===== config.mk =====
export PLATFORM = sky130hd
export DESIGN_NAME = clint_avalon_responder_flat
export DESIGN_NICKNAME = d
export VERILOG_FILES = /design/src/rtl/clint_avalon_if.sv /design/src/rtl/clint_avalon_responder.sv /design/src/flat_wrapper.sv
export SDC_FILE = /design/constraint.sdc
export NUM_CORES = 1
export LEC_CHECK = 0
export ABC_AREA = 1
export CAP_MARGIN = 20
export CORE_AREA = 2 2 149 151
export DETAILED_ROUTE_END_ITERATION = 16
export DIE_AREA = 0 0 151 153
export MAX_ROUTING_LAYER = met4
export PLACE_DENSITY = 0.85
export SLEW_MARGIN = 20
export SYNTH_ARGS = -nofsm -noshare
export SYNTH_HDL_FRONTEND = slang
export SYNTH_SLANG_ARGS = --single-unit

===== constraint.sdc =====
create_clock -name clk -period 6.6 [get_ports clk]
set_input_delay 0.99 -clock clk [delete_from_list [all_inputs] [get_ports clk]]
set_output_delay 0.99 -clock clk [all_outputs]
set_load 0.1 [all_outputs]

===== src/rtl/clint_avalon_if.sv =====
// Avalon-MM bus bundle between the core's dbus initiator and the CLINT.
//   avs_read/avs_write         : request strobes (initiator -> responder)
//   avs_address                : byte address, ADDR_W bits, bits [1:0] ignored
//   avs_writedata/byteenable   : write payload and byte lanes
//   avs_readdata/readdatavalid : read response (responder -> initiator)
//   avs_waitrequest            : back-pressure, tied low by the responder
interface clint_avalon_if #(
  parameter int unsigned ADDR_W = 16
);
  logic              avs_read;
  logic              avs_write;
  logic [ADDR_W-1:0] avs_address;
  logic [31:0]       avs_writedata;
  logic [3:0]        avs_byteenable;
  logic [31:0]       avs_readdata;
  logic              avs_readdatavalid;
  logic              avs_waitrequest;

  modport master (
    output avs_read, avs_write, avs_address, avs_writedata, avs_byteenable,
    input  avs_readdata, avs_readdatavalid, avs_waitrequest
  );

  modport slave (
    input  avs_read, avs_write, avs_address, avs_writedata, avs_byteenable,
    output avs_readdata, avs_readdatavalid, avs_waitrequest
  );
endinterface


===== src/rtl/clint_avalon_responder.sv =====
// Core-local interruptor: 64-bit mtime/mtimecmp timer plus msip, exposed as an
// Avalon-MM responder with fixed one-cycle read latency and no wait states.
//   clk, rst           : core clock, asynchronous active-high reset
//   bus (slave)        : Avalon-MM responder port, see clint_avalon_if
//   software_interrupt : msip[0]
//   timer_interrupt    : registered (mtime >= mtimecmp)
// Optional feature: define CLINT_MTIME_SNAPSHOT_EN to latch mtime[63:32] when
// mtime low is read, so a low-then-high read sequence is tear-free.
module clint_avalon_responder #(
  parameter int unsigned TICK_DIV = 1,
  parameter int unsigned ADDR_W   = 16
) (
  input  logic           clk,
  input  logic           rst,
  clint_avalon_if.slave  bus,
  output logic           software_interrupt,
  output logic           timer_interrupt
);

  localparam int unsigned PRE_W  = 16;
  localparam int unsigned DATA_W = 32;
  localparam int unsigned TIME_W = 64;

  localparam logic [15:0] OFF_MSIP      = 16'h0000;
  localparam logic [15:0] OFF_MTIMECMP0 = 16'h4000;
  localparam logic [15:0] OFF_MTIMECMP1 = 16'h4004;
  localparam logic [15:0] OFF_MTIME0    = 16'hBFF8;
  localparam logic [15:0] OFF_MTIME1    = 16'hBFFC;

  logic [TIME_W-1:0] mtime;
  logic [TIME_W-1:0] mtimecmp;
  logic              msip;
  logic [PRE_W-1:0]  prescaler;
  logic [DATA_W-1:0] readdata;
  logic              readdatavalid;

  logic [TIME_W-1:0] mtime_nxt_c;
  logic [TIME_W-1:0] mtimecmp_nxt_c;
  logic              msip_nxt_c;
  logic [PRE_W-1:0]  prescaler_nxt_c;
  logic [DATA_W-1:0] rdata_c;
  logic              tick_c;

  // Word-aligned address and register decode
  logic [ADDR_W-1:0] addr_c;
  logic              hit_msip_c, hit_cmp_lo_c, hit_cmp_hi_c, hit_time_lo_c, hit_time_hi_c;
  logic              wr_c;
  logic              addr_unused;

  assign addr_c        = {bus.avs_address[ADDR_W-1:2], 2'b00};
  assign addr_unused   = ^bus.avs_address[1:0];
  assign hit_msip_c    = (addr_c == ADDR_W'(OFF_MSIP));
  assign hit_cmp_lo_c  = (addr_c == ADDR_W'(OFF_MTIMECMP0));
  assign hit_cmp_hi_c  = (addr_c == ADDR_W'(OFF_MTIMECMP1));
  assign hit_time_lo_c = (addr_c == ADDR_W'(OFF_MTIME0));
  assign hit_time_hi_c = (addr_c == ADDR_W'(OFF_MTIME1));

  // A write with no enabled lanes changes nothing anywhere
  assign wr_c = bus.avs_write && (bus.avs_byteenable != 4'b0000);

  // Lane-wise merge of write data into an existing word
  function automatic logic [DATA_W-1:0] merge_bytes(
    input logic [DATA_W-1:0] old_word,
    input logic [DATA_W-1:0] wdata,
    input logic [3:0]        be
  );
    logic [DATA_W-1:0] res;
    res = old_word;
    for (int i = 0; i < 4; i++) begin
      if (be[i]) res[8*i +: 8] = wdata[8*i +: 8];
    end
    return res;
  endfunction

`ifdef CLINT_MTIME_SNAPSHOT_EN
  logic [DATA_W-1:0] snapshot;
  logic [DATA_W-1:0] snapshot_nxt_c;
`endif

  // Prescaler: mtime advances on the last count of each TICK_DIV window
  always_comb begin
    tick_c          = (prescaler == PRE_W'(TICK_DIV - 1));
    prescaler_nxt_c = tick_c ? '0 : prescaler + PRE_W'(1);
  end

  // Next-state for the architectural registers; software writes beat the tick
  always_comb begin
    mtime_nxt_c    = mtime;
    mtimecmp_nxt_c = mtimecmp;
    msip_nxt_c     = msip;

    if (wr_c && hit_time_lo_c) begin
      mtime_nxt_c[31:0] = merge_bytes(mtime[31:0], bus.avs_writedata, bus.avs_byteenable);
    end else if (wr_c && hit_time_hi_c) begin
      mtime_nxt_c[63:32] = merge_bytes(mtime[63:32], bus.avs_writedata, bus.avs_byteenable);
    end else if (tick_c) begin
      mtime_nxt_c = mtime + TIME_W'(1);
    end

    if (wr_c && hit_cmp_lo_c) begin
      mtimecmp_nxt_c[31:0] = merge_bytes(mtimecmp[31:0], bus.avs_writedata, bus.avs_byteenable);
    end
    if (wr_c && hit_cmp_hi_c) begin
      mtimecmp_nxt_c[63:32] = merge_bytes(mtimecmp[63:32], bus.avs_writedata, bus.avs_byteenable);
    end

    if (wr_c && hit_msip_c && bus.avs_byteenable[0]) begin
      msip_nxt_c = bus.avs_writedata[0];
    end
  end

`ifdef CLINT_MTIME_SNAPSHOT_EN
  // Snapshot follows the high word on a low-word read or a high-word write
  always_comb begin
    snapshot_nxt_c = snapshot;
    if (bus.avs_read && hit_time_lo_c) begin
      snapshot_nxt_c = mtime[63:32];
    end else if (wr_c && hit_time_hi_c) begin
      snapshot_nxt_c = merge_bytes(mtime[63:32], bus.avs_writedata, bus.avs_byteenable);
    end
  end

  always_ff @(posedge clk or posedge rst) begin
    if (rst) snapshot <= '0;
    else     snapshot <= snapshot_nxt_c;
  end
`endif

  // Read mux sees pre-write register values; unmapped addresses read 0
  always_comb begin
    rdata_c = '0;
    if (hit_msip_c) begin
      rdata_c = {31'd0, msip};
    end else if (hit_cmp_lo_c) begin
      rdata_c = mtimecmp[31:0];
    end else if (hit_cmp_hi_c) begin
      rdata_c = mtimecmp[63:32];
    end else if (hit_time_lo_c) begin
      rdata_c = mtime[31:0];
    end else if (hit_time_hi_c) begin
`ifdef CLINT_MTIME_SNAPSHOT_EN
      rdata_c = snapshot;
`else
      rdata_c = mtime[63:32];
`endif
    end
  end

  // Timer state
  always_ff @(posedge clk or posedge rst) begin
    if (rst) begin
      mtime     <= '0;
      mtimecmp  <= '1;
      msip      <= 1'b0;
      prescaler <= '0;
    end else begin
      mtime     <= mtime_nxt_c;
      mtimecmp  <= mtimecmp_nxt_c;
      msip      <= msip_nxt_c;
      prescaler <= prescaler_nxt_c;
    end
  end

  // Read response: one-cycle latency, data held between responses
  always_ff @(posedge clk or posedge rst) begin
    if (rst) begin
      readdata      <= '0;
      readdatavalid <= 1'b0;
    end else begin
      readdatavalid <= bus.avs_read;
      if (bus.avs_read) readdata <= rdata_c;
    end
  end

  // Interrupt compare uses this cycle's values, so it lags mtime by one cycle
  always_ff @(posedge clk or posedge rst) begin
    if (rst) timer_interrupt <= 1'b0;
    else     timer_interrupt <= (mtime >= mtimecmp);
  end

  assign software_interrupt    = msip;
  assign bus.avs_readdata      = readdata;
  assign bus.avs_readdatavalid = readdatavalid;
  assign bus.avs_waitrequest   = 1'b0;

endmodule


===== src/flat_wrapper.sv =====
// flat-port wrapper written by rule: the top's interface ports become plain ports
module clint_avalon_responder_flat 
#(
  parameter int unsigned TICK_DIV = 1,
  parameter int unsigned ADDR_W   = 16
)
  (clk, rst, software_interrupt, timer_interrupt, bus_avs_read, bus_avs_write, bus_avs_address, bus_avs_writedata, bus_avs_byteenable, bus_avs_readdata, bus_avs_readdatavalid, bus_avs_waitrequest);
  clint_avalon_if #(.ADDR_W(ADDR_W)) bus_i ();
  input  logic clk;
  input  logic rst;
  output logic software_interrupt;
  output logic timer_interrupt;
  input wire logic [$bits(bus_i.avs_read)-1:0] bus_avs_read;
  input wire logic [$bits(bus_i.avs_write)-1:0] bus_avs_write;
  input wire logic [$bits(bus_i.avs_address)-1:0] bus_avs_address;
  input wire logic [$bits(bus_i.avs_writedata)-1:0] bus_avs_writedata;
  input wire logic [$bits(bus_i.avs_byteenable)-1:0] bus_avs_byteenable;
  output wire logic [$bits(bus_i.avs_readdata)-1:0] bus_avs_readdata;
  output wire logic [$bits(bus_i.avs_readdatavalid)-1:0] bus_avs_readdatavalid;
  output wire logic [$bits(bus_i.avs_waitrequest)-1:0] bus_avs_waitrequest;
  assign bus_i.avs_read = bus_avs_read;
  assign bus_i.avs_write = bus_avs_write;
  assign bus_i.avs_address = bus_avs_address;
  assign bus_i.avs_writedata = bus_avs_writedata;
  assign bus_i.avs_byteenable = bus_avs_byteenable;
  assign bus_avs_readdata = bus_i.avs_readdata;
  assign bus_avs_readdatavalid = bus_i.avs_readdatavalid;
  assign bus_avs_waitrequest = bus_i.avs_waitrequest;
  clint_avalon_responder #(.TICK_DIV(TICK_DIV), .ADDR_W(ADDR_W)) u_core (.clk(clk), .rst(rst), .bus(bus_i), .software_interrupt(software_interrupt), .timer_interrupt(timer_interrupt));
endmodule

==> results of run 1 <==
-- through the flow --
step | power, µW | util, % | instance area [µm²]
2_1_floorplan | 1322 | - | 12620
3_3_place_gp | 1412 | 63.88 | 13730
3_5_place_dp | 1423 | 63.88 | 13730
4_1_cts | 2426 | 66.52 | 14290
5_1_grt | 2507 | 66.52 | 14290
6_report | 2429 | 66.52 | 14290
-- tightest hold or removal path, delay by kind of cell (launching register included) --
| family | cells | cell delay, ns |
|---|---|---|
| AO/OA/AOI/OAI | 1 | 0.05 |
| flip-flops | 1 | 0.37 |
| AND/OR/NAND/NOR | 1 | 0.05 |
-- placed cells by master (no fill, tap or decap), drive strengths merged, types with 5 or more instances in the layout --
cell type,count
nand2,649
inv,240
nor2,237
o21ai,174
dfrtp,115
nand3,114
clkdlybuf4s50,88
a21oi,74
ha,67
dfstp,64
nand4,40
xor2,27
clkbuf,20
o22ai,19
nor3,18
buf,10
xnor2,6
and2,5
-- final cells by class --
cell class | count | area, µm²
Fill cell | 1924 | 7194
Multi-Input combinational cell | 1445 | 6980
Sequential cell | 179 | 4559
Timing Repair Buffer | 98 | 955.9
Inverter | 233 | 879.6
Clock buffer | 20 | 446.7
Tap cell | 280 | 350.3
Clock inverter | 12 | 118.9
-- sequential cells by signal, indices dropped and copies added (netlist names) --
| name | cells |
|---|---|
| u_core.bus.avs_readdata | 32 |
| u_core.bus.avs_readdatavalid | 1 |
| u_core.mtime | 64 |
| u_core.mtimecmp | 64 |
| u_core.prescaler | 16 |
| u_core.software_interrupt | 1 |
| u_core.timer_interrupt | 1 |
-- power by group through the flow --
stage / clock (µW) / combinational, µW / sequential (µW)
final: 1020 / 257 / 1150
after detailed placement: 0 / 253 / 1170
after global routing: 1070 / 285 / 1150
after CTS: 1020 / 254 / 1150
after global placement: 0 / 244 / 1170
after floorplan: 0 / 160 / 1160
-- kinds of logic after synthesis --
group | synth area share (%)
compound gates | 11.10
xor+xnor | 2.290
simple gates | 35.22
other cells | 0.02971
flops | 36.13
buf+inv | 8.585
fa+ha+maj | 6.642
-- how the worst min path moves through the flow --
stage | startpoint | endpoint | slack [ns] | cells after the start
final | u_core.mtimecmp[24] | u_core.mtimecmp[24] | 0.48 | 2
after global routing | u_core.mtimecmp[41] | u_core.mtimecmp[41] | 0.49 | 2
after CTS | u_core.mtimecmp[18] | u_core.mtimecmp[18] | 0.48 | 2
after detailed placement | u_core.mtimecmp[18] | u_core.mtimecmp[18] | 0.46 | 2
after global placement | u_core.prescaler[15] | u_core.prescaler[15] | 0.46 | 1
after floorplan | u_core.prescaler[15] | u_core.prescaler[15] | 0.44 | 1
-- per-layer routing --
layer	vias up	GRT usage (%)	routed length (µm)
met5	-	-	0
met4	0	13.89	1467
met3	123	5.761	3563
met2	657	60.30	19660
met1	6093	50.42	17540
li1	6228	-	-
==> reports/qor_table.md, run 1 <==
| Metric | Reported |
|---|---|
| Launching element of the worst setup path | bus_avs_address[4] |
| Critical Path Start Type | input port |
| Fraction of final layout cells sized beyond drive strength 1 | 6.744% |
| Most frequent cell after synthesis | sky130_fd_sc_hd__nand2_1 |
| Number of nets in the layout | 2097 |
| Count of standard-cell rows | 54 |
| Total routing resource utilization after global routing | 38.37% |
| Logic depth of the worst register-to-register path | 10 |
| Sequential fraction of design power | 47.4% |
| Worst Slack Setup Final | 2.755 ns |
| Worst-skew pair later-pin latency | 0.45 ns |
| Setup TNS after final layout | 0 ns |
| Resized Gates After CTS | 0 |
| Run status | finished clean |
| Commonest cells in the netlist | sky130_fd_sc_hd__nand2_1 (644), sky130_fd_sc_hd__inv_1 (230), sky130_fd_sc_hd__nor2_1 (226) |
| Io pins | 92 |
| Synthesized area per cell | 6.629 µm² |
| Post-DP HPWL | 32.65 mm |
| Max-slew violation total from the final report | 0 |
| CTS Buffer Depth | 2 |
| RSZ-0062 raised after global routing | false |
| Net switching power | 702.0 µW |
| Fin cells | 2267 |
| Number of hold-repair buffers added at the cts stage | 0 |
| Critical setup path kind | in -> reg |
| TritonRoute pass-1 iters | 6 |
| Depth of the CTS H-tree | 4 |
| Synth area leaders | sky130_fd_sc_hd__dfrtp_1 (23%), sky130_fd_sc_hd__nand2_1 (19%), sky130_fd_sc_hd__dfstp_2 (13%), sky130_fd_sc_hd__inv_1 (6.8%), sky130_fd_sc_hd__nor2_1 (6.7%) |
| Number of DRC violations after detailed-routing iteration 0 | 1266 |
| Distinct cells, synth | 37 |
| WP buf/inv | 1 |
| End of the worst register-to-register path | u_core.mtime[44] |
| Largest fanout on the critical path | 46 |
| Maximum number of pins on one net before global-route repair | 83 |
| End point of the critical path | u_core.mtime[16] |
| Proportion of register bits with asynchronous set or reset after synthesis | 100.0% |
| Die Ht | 153 µm |
| Clock Pin Slew Worst Setup and Hold Paths | 0.08 ns |
| Number of nets with antenna violations after routing | 0 |
| Total via count after detailed routing | 13100 |
| Cell type group with the largest total delay on the critical path | simple AND/OR/NAND/NOR gates |
| Drt drc | 0 |
| Starting density of the core | 58.74% |
| Detailed-route wire length | 42.22 mm |
| Number of antenna violations at the first check in global routing | 0 |
| Leakage | 0.007110 µW |
| Net count after synthesis | 2027 |
| Cell Area, Synth | 12620 µm² |
| Area of the core | 21490 µm² |
| Upper clock frequency limit | 0.2600 GHz |
| Via count of the first global-routing pass | 12470 |
| Number of enable flip-flop cells after synthesis | 0 |
| Maximum Capacitance Violations | 0 |
| GRT overflow | 0 |
| Slew margin rel. | 32.98% |
| Count of cell instances traversed by the critical path | 11 |
| Drt via density | 5.779 |
| Critical register-to-register path startpoint | u_core.mtime[1] |
| Cells after Synth | 1904 |
| Power density of the placed cells | 170.0 nW/µm² |
| Fraction of power spent switching nets | 28.90% |
| Primary flip-flop cell chosen by synthesis mapping | sky130_fd_sc_hd__dfrtp_1 |
| Count of input and output buffers | 88 |
| First-pass GRT wire length | 66.30 mm |
| Actual transition at the worst max-transition pin | 1.002 ns |
| Critical path's slowest cell | sky130_fd_sc_hd__nor3_4 |
| Worst vdd ir | 0.0001525 V |
| Data arrival at the endpoint of the critical path | 4.22 ns |
| Cts bufs inserted | 17 |
| Cell seen most often among critical-path stages | sky130_fd_sc_hd__nand2_1 |
| Count of synthesis-stage warnings from yosys | 0 |
| DIE WIDTH | 151 µm |
| Weighted congestion at the end of routability-driven global placement | 1.053 |
| Comb power frac | 10.6% |
| Proportion of power drawn by the clock network | 42.0% |
| Internal power | 1727 µW |
| Worst Path Required | 6.98 ns |
| Share of the synthesized area in the top cell type | 22.80% |
| Diodes inserted | 0 |
| R2R Setup Slk | 3.86 ns |
| Min Clock Period, post-route | 3.845 ns |
| Path category of the worst min-delay check | reg -> reg |
| Endpoint type of the worst setup path | flop |
| Setup bufs post-CTS | 0 |
| Clk sink count | 179 |
| Area enclosed by the die boundary | 23100 µm² |
| Layout Skew | 0.01380 ns |
| Period Utilization, post-route | 58.26% |
| Portion of the post-synthesis area used by sequential elements | 36.13% |
| Total of endpoints with negative setup slack in the final report | 0 |
| Flip-flop and latch count after synthesis | 179 |
| TritonCTS clock tree | built |
| Post-synthesis cell type with the largest combined area | sky130_fd_sc_hd__dfrtp_1 |
| Largest stage delay on the critical path | 0.71 ns |
| Cell breakdown of the critical path | clkdlybuf4s50_1, nand2_1, nor3_4, nand2_1, nor2_2, nand2_2, nand2_2, o21ai_1, nor2_4, nand2_1, nand2_1 |
| Total placed cells including tap cells | 2235 |
| Mean routed wirelength per cell | 18.63 µm |
| Clk Tree Root Cell | sky130_fd_sc_hd__clkbuf_16 |
| Count of final hold-check violations | 0 |
| Syn-to-layout area delta | 13.23% |
| Worst hold margin | 0.4755 ns |
| Dpl ws | 2.440 ns |
Power figures use the tool's default switching activity.
==> inputs of run 2 (changes only) <==
==> constraint.sdc (replaced) <==
create_clock -name clk -period 3.57 [get_ports clk]
set_input_delay 0.5355 -clock clk [delete_from_list [all_inputs] [get_ports clk]]
set_output_delay 0.5355 -clock clk [all_outputs]
set_load 0.1 [all_outputs]
==> reports/qor_table.md, run 2 (synthesis results as in run 1) <==
| Metric | Reported | Delta |
|---|---|---|
| Critical setup path kind | reg -> reg | was in -> reg |
| Diodes inserted | 0 | unchanged |
| Fraction of power spent switching nets | 28.87% | was 28.90% |
| GRT Max-Usage Layer | met2 | unchanged |
| Maximum number of pins on one net before global-route repair | 77 | was 83 |
| Internal power | 3194 µW | was 1727 µW |
| Largest fanout on the critical path | 5 | was 46 |
| Via count of the first global-routing pass | 12890 | was 12470 |
| Mean routed wirelength per cell | 19.43 µm | was 18.63 µm |
| Area of the core | 21490 µm² | unchanged |
| Weighted congestion at the end of routability-driven global placement | 1.067 | was 1.053 |
| Area used by multi-input combinational logic | 6980 µm² | unchanged |
| Clk sink count | 179 | unchanged |
| GRT overflow | 0 | unchanged |
| TritonRoute pass-1 iters | 5 | was 6 |
| Count of input and output buffers | 88 | unchanged |
| Most frequent standard cell in the layout excluding fill and tap cells | sky130_fd_sc_hd__nand2_1 | unchanged |
| Final standard cell utilization of the core | 66.96% | was 66.52% |
| Run status | finished clean | unchanged |
| Setup bufs post-CTS | 0 | unchanged |
| RSZ-0062 raised after global routing | false | unchanged |
| Reg area | 4559 µm² | unchanged |
| Met1 track demand over resource in global routing | 52.26% | was 50.42% |
| Drt via density | 5.856 | was 5.779 |
| Min Clock Period, post-route | 2.871 ns |  |
| Path category of the worst min-delay check | in -> async | was reg -> reg |
| Critical path's slowest cell | sky130_fd_sc_hd__dfrtp_1 | was sky130_fd_sc_hd__nor3_4 |
| Die Ht | 153 µm | unchanged |
| Met3 layer usage reported by global route | 7.493% | was 5.761% |
| Worst Path Required | 3.91 ns | was 6.98 ns |
| Largest stage delay on the critical path | 0.44 ns | was 0.71 ns |
| Count of standard-cell rows | 54 | unchanged |
| Fraction of final layout cells sized beyond drive strength 1 | 7.211% | was 6.744% |
| Worst hold margin | 0.4197 ns | was 0.4755 ns |
| Maximum Capacitance Violations | 0 | unchanged |
| Total of endpoints with negative setup slack in the final report | 0 | unchanged |
| Syn-to-layout area delta | 14.00% | was 13.23% |
| Detailed-route wire length | 44.24 mm | was 42.22 mm |
| Max-slew violation total from the final report | 0 | unchanged |
| Most used cells in the layout excluding fill and tap cells | sky130_fd_sc_hd__nand2_1 (643), sky130_fd_sc_hd__inv_1 (229), sky130_fd_sc_hd__nor2_1 (226) | unchanged |
| DIE WIDTH | 151 µm | unchanged |
| Worst-skew pair later-pin latency | 0.46 ns | was 0.45 ns |
| Power density of the placed cells | 312.1 nW/µm² | was 170.0 nW/µm² |
| Io pins | 92 | unchanged |
| Depth of the CTS H-tree | 4 | unchanged |
| Number of nets with antenna violations after routing | 0 | unchanged |
| Number of DRC violations after detailed-routing iteration 0 | 1420 | was 1266 |
| Total routing resource utilization after global routing | 40.16% | was 38.37% |
| Drt drc | 0 | unchanged |
| Net switching power | 1296 µW | was 702.0 µW |
| Fill count | 1899 | was 1924 |
| Number of antenna violations at the first check in global routing | 0 | unchanged |
| Number of hold-repair buffers added at the cts stage | 0 | unchanged |
| Total placed cells including tap cells | 2245 | was 2235 |
| Total via count after detailed routing | 13330 | was 13100 |
| Number of nets in the layout | 2107 | was 2097 |
| TritonCTS clock tree | built | unchanged |
| Cell seen most often among critical-path stages | sky130_fd_sc_hd__nand2_1 | unchanged |
| Actual transition at the worst max-transition pin | 1.026 ns | was 1.002 ns |
| CTS Buffer Depth | 2 | unchanged |
| Proportion of power drawn by the clock network | 41.6% | was 42.0% |
| First-pass GRT wire length | 68.88 mm | was 66.30 mm |
| Total power | 4491 µW | was 2429 µW |
| Comb power frac | 10.9% | was 10.6% |
| Period Utilization, post-route | 80.42% |  |
| Leakage | 0.007161 µW | was 0.007110 µW |
| Setup TNS after final layout | 0 ns | unchanged |
| Clock Pin Slew Worst Setup and Hold Paths | 0.08 ns | about the same |
| Fin cells | 2277 | was 2267 |
| Starting density of the core | 58.74% | unchanged |
| Sequential fraction of design power | 47.4% | about the same |
| Critical Path Start Type | flop | was input port |
| Endpoint type of the worst setup path | flop | unchanged |
| Slew margin rel. | 31.38% | was 32.98% |
| Cts bufs inserted | 17 | unchanged |
| Resized Gates After CTS | 0 | unchanged |
| Worst vdd ir | 0.0002189 V | was 0.0001525 V |
| Data arrival at the endpoint of the critical path | 3.22 ns | was 4.22 ns |
| Upper clock frequency limit | 0.3483 GHz |  |
| Layout Skew | 0.01623 ns | was 0.01380 ns |
| Post-DP HPWL | 34.51 mm | was 32.65 mm |
| Count of final hold-check violations | 0 | unchanged |
| Cell breakdown of the critical path | ha_1, nand2_1, nor2_1, nand2_1, nor2_1, nand2_1, nor2_1, nand2_1, nand2_1, nand3_1, nand2_1, nand2_1 | was clkdlybuf4s50_1, nand2_1, nor3_4, nand2_1, nor2_2, nand2_2, nand2_2, o21ai_1, nor2_4, nand2_1, nand2_1 |
| Clk Tree Root Cell | sky130_fd_sc_hd__clkbuf_16 | unchanged |
| Area enclosed by the die boundary | 23100 µm² | unchanged |
| Global-route track usage on met2 | 62.19% | was 60.30% |
[run 2: changes by cell type in the layout (fill, tap and decap cells not counted), sizes merged]
cell,change
inv,-2
clkinvlp,+1
clkinv,+1
buf,+10
[run 2: metal layers]
| metal | vias up | wire length, µm |
|---|---|---|
| met2 | 701 | 20440 |
| met1 | 6265 | 18190 |
| li1 | 6244 | - |
| met5 | - | 0 |
| met4 | 0 | 1639 |
| met3 | 123 | 3967 |
[run 2: worst paths after layout]
check	slack (ns)	end	cells after the start	startpoint
setup / recovery	0.70	u_core.mtime[42]	12	u_core.mtime[1]
hold / removal	0.42	u_core.bus.avs_readdata[6]	2	rst
setup reg to reg	0.70	u_core.mtime[42]	12	u_core.mtime[1]
hold reg to reg	0.47	u_core.prescaler[15]	1	u_core.prescaler[15]
max in group asynchronous	2.39	u_core.mtimecmp[23]	3	rst
min in group clk	0.47	u_core.prescaler[15]	1	u_core.prescaler[15]
[run 2: metrics by stage]
stage | setup slack, ns | area, µm²
2_1_floorplan | 0.7922 | 12620
3_3_place_gp | 0.7495 | 13820
3_5_place_dp | 0.6508 | 13820
4_1_cts | 0.7971 | 14390
5_1_grt | 0.5570 | 14390
6_report | 0.6989 | 14390
[run 2: layout make-up]
type	count	share of cell area (%)
multi-input cells	1445	48.52
clock buffers	20	3.105
well taps	280	2.435
inverters	233	6.105
flip-flops and latches	179	31.69
clock inverters	12	0.8088
repair buffers	108	7.340
[run 2: power by group through the flow]
stage	Sequential, µW	Clock, µW	Combinational [µW]
3_5_place_dp	2160	0	478
2_1_floorplan	2150	0	296
6_report	2130	1870	491
4_1_cts	2130	1870	481
3_3_place_gp	2160	0	457
5_1_grt	2140	1950	549
[run 2: critical path: cells and delay by family, from the launching register on]
family	cells	cell delay, ns
fa+ha+maj	1	0.30
flops	1	0.44
simple gates	11	2.01
==> inputs of run 3 (changes only) <==
==> constraint.sdc (replaced) <==
create_clock -name clk -period 2.85 [get_ports clk]
set_input_delay 0.4275 -clock clk [delete_from_list [all_inputs] [get_ports clk]]
set_output_delay 0.4275 -clock clk [all_outputs]
set_load 0.1 [all_outputs]
==> reports/qor_table.md, run 3 (synthesis results as in run 1) <==
| Metric | Reported | Delta |
|---|---|---|
| Run status | finished clean | unchanged |
| Fin cells | 2289 | was 2277 |
| TritonCTS clock tree | built | unchanged |
| Power density of the placed cells | 392.2 nW/µm² | was 312.1 nW/µm² |
| Data arrival at the endpoint of the critical path | 2.73 ns | was 3.22 ns |
| RSZ-0062 raised after global routing | false | unchanged |
| Area of the core | 21490 µm² | unchanged |
| Resized Gates After CTS | 0 | unchanged |
| Leakage | 0.007305 µW | was 0.007161 µW |
| Count of final hold-check violations | 0 | unchanged |
| Cell seen most often among critical-path stages | sky130_fd_sc_hd__nand2_1 | unchanged |
| Number of nets in the layout | 2118 | was 2107 |
| Most frequent standard cell in the layout excluding fill and tap cells | sky130_fd_sc_hd__nand2_1 | unchanged |
| Critical Path Start Type | flop | unchanged |
| Period Utilization, post-route | 84.16% | was 80.42% |
| Detailed-route wire length | 43.57 mm | was 44.24 mm |
| Max-slew violation total from the final report | 0 | unchanged |
| End point of the critical path | u_core.mtime[40] | was u_core.mtime[42] |
| Clk sink count | 179 | unchanged |
| Total routing resource utilization after global routing | 39.62% | was 40.16% |
| Path category of the worst min-delay check | in -> async | unchanged |
| Maximum Capacitance Violations | 0 | unchanged |
| Cts bufs inserted | 17 | unchanged |
| Min Clock Period, post-route | 2.398 ns | was 2.871 ns |
| Post-DP HPWL | 34.40 mm | was 34.51 mm |
| Starting density of the core | 58.74% | unchanged |
| End of the worst register-to-register path | u_core.mtime[40] | was u_core.mtime[42] |
| Largest stage delay on the critical path | 0.46 ns | was 0.44 ns |
| Drt via density | 5.794 | was 5.856 |
| Total of endpoints with negative setup slack in the final report | 0 | unchanged |
| Critical register-to-register path startpoint | u_core.mtime[0] | was u_core.mtime[1] |
| Setup bufs post-CTS | 0 | unchanged |
| Layout Skew | 0.01639 ns | was 0.01623 ns |
| Total power | 5651 µW | was 4491 µW |
| Die Ht | 153 µm | unchanged |
| Critical path's slowest cell | sky130_fd_sc_hd__dfrtp_1 | unchanged |
| Count of input and output buffers | 88 | unchanged |
| Total placed cells including tap cells | 2256 | was 2245 |
| GRT overflow | 0 | unchanged |
| TritonRoute pass-1 iters | 8 | was 5 |
| CTS Buffer Depth | 2 | unchanged |
| Total via count after detailed routing | 13260 | was 13330 |
| Most used cells in the layout excluding fill and tap cells | sky130_fd_sc_hd__nand2_1 (643), sky130_fd_sc_hd__inv_1 (229), sky130_fd_sc_hd__nor2_1 (226) | unchanged |
| First-pass GRT wire length | 68.04 mm | was 68.88 mm |
| Worst-skew pair later-pin latency | 0.45 ns | was 0.46 ns |
| Depth of the CTS H-tree | 4 | unchanged |
| Fraction of final layout cells sized beyond drive strength 1 | 9.462% | was 7.211% |
| Critical setup path kind | reg -> reg | unchanged |
| Number of antenna violations at the first check in global routing | 1 | was 0 |
| Worst vdd ir | 0.0003346 V | was 0.0002189 V |
| Weighted congestion at the end of routability-driven global placement | 1.055 | was 1.067 |
| Upper clock frequency limit | 0.4169 GHz | was 0.3483 GHz |
| Slew margin rel. | 54.37% | was 31.38% |
| Number of nets with antenna violations after routing | 0 | unchanged |
| R2R Setup Slk | 0.45 ns | was 0.70 ns |
| Cell breakdown of the critical path | ha_1, nand2_1, nor2_1, buf_4, nand2_1, nor2_2, nand2_1, o21ai_0, nand3_1, nand2_1, nand2_1 | was ha_1, nand2_1, nor2_1, nand2_1, nor2_1, nand2_1, nor2_1, nand2_1, nand2_1, nand3_1, nand2_1, nand2_1 |
| Setup TNS after final layout | 0 ns | unchanged |
| Actual transition at the worst max-transition pin | 0.6828 ns | was 1.026 ns |
| Via count of the first global-routing pass | 12420 | was 12890 |
| Largest fanout on the critical path | 5 | unchanged |
| Drt drc | 0 | unchanged |
| Syn-to-layout area delta | 14.17% | was 14.00% |
| Io pins | 92 | unchanged |
| Endpoint type of the worst setup path | flop | unchanged |
| Number of hold-repair buffers added at the cts stage | 0 | unchanged |
| Number of DRC violations after detailed-routing iteration 0 | 1348 | was 1420 |
| Launching element of the worst setup path | u_core.mtime[0] | was u_core.mtime[1] |
| Mean routed wirelength per cell | 19.03 µm | was 19.43 µm |
| Clk Tree Root Cell | sky130_fd_sc_hd__clkbuf_16 | unchanged |
| Logic depth of the worst register-to-register path | 11 | was 12 |
| Count of standard-cell rows | 54 | unchanged |
| Clock Pin Slew Worst Setup and Hold Paths | 0.08 ns | about the same |
| DIE WIDTH | 151 µm | unchanged |
| Worst Path Required | 3.18 ns | was 3.91 ns |
| Maximum number of pins on one net before global-route repair | 115 | was 77 |
| Area enclosed by the die boundary | 23100 µm² | unchanged |
run 3: worst min path at each step:
stage | slack [ns] | cells past startpoint | endpoint | from
6_report | 0.46 | 3 | u_core.mtime[6] | rst
5_1_grt | 0.50 | 2 | u_core.mtimecmp[41] | u_core.mtimecmp[41]
4_1_cts | 0.47 | 1 | u_core.prescaler[15] | u_core.prescaler[15]
3_5_place_dp | 0.46 | 1 | u_core.prescaler[15] | u_core.prescaler[15]
3_3_place_gp | 0.46 | 1 | u_core.prescaler[15] | u_core.prescaler[15]
2_1_floorplan | 0.44 | 1 | u_core.prescaler[15] | u_core.prescaler[15]
run 3: critical path, delay by kind of cell, from the launching register on:
| kind | cells | cell delay [ns] |
|---|---|---|
| flops | 1 | 0.46 |
| compound gates | 1 | 0.26 |
| buf+inv | 1 | 0.17 |
| simple gates | 8 | 1.16 |
| fa+ha+maj | 1 | 0.23 |
run 3: power breakdown:
part | total, µW | internal, µW | switching, µW
combinational | 619 | 239 | 379
sequential | 2670 | 2590 | 78.9
clock | 2370 | 1180 | 1180
run 3: routing by layer:
| layer | share of wire, % | track usage, % |
|---|---|---|
| met1 | 42 | 52.88 |
| met2 | 45 | 59.63 |
| met3 | 9.2 | 7.194 |
| met4 | 4.1 | 16.07 |
| met5 | 0 | - |
run 3: area by class of cell:
class	instances	area, µm²
Fill cell	1878	7077
Multi-Input combinational cell	1445	6980
Sequential cell	179	4559
Timing Repair Buffer	119	1076
Inverter	233	878.3
Clock buffer	20	446.7
Tap cell	280	350.3
Clock inverter	12	115.1
Antenna cell	1	2.502
run 3: stage by stage:
stage | hold WS, ns | util (%) | setup slack [ns] | instance area, µm²
floorplan | 0.4416 | - | 0.1802 | 12620
global placement | 0.4595 | 64.44 | 0.2541 | 13840
detailed placement | 0.4590 | 64.44 | 0.1044 | 13840
CTS | 0.4722 | 67.05 | 0.5395 | 14410
global route | 0.5024 | 67.06 | 0.2892 | 14410
finish | 0.4639 | 67.06 | 0.4515 | 14410
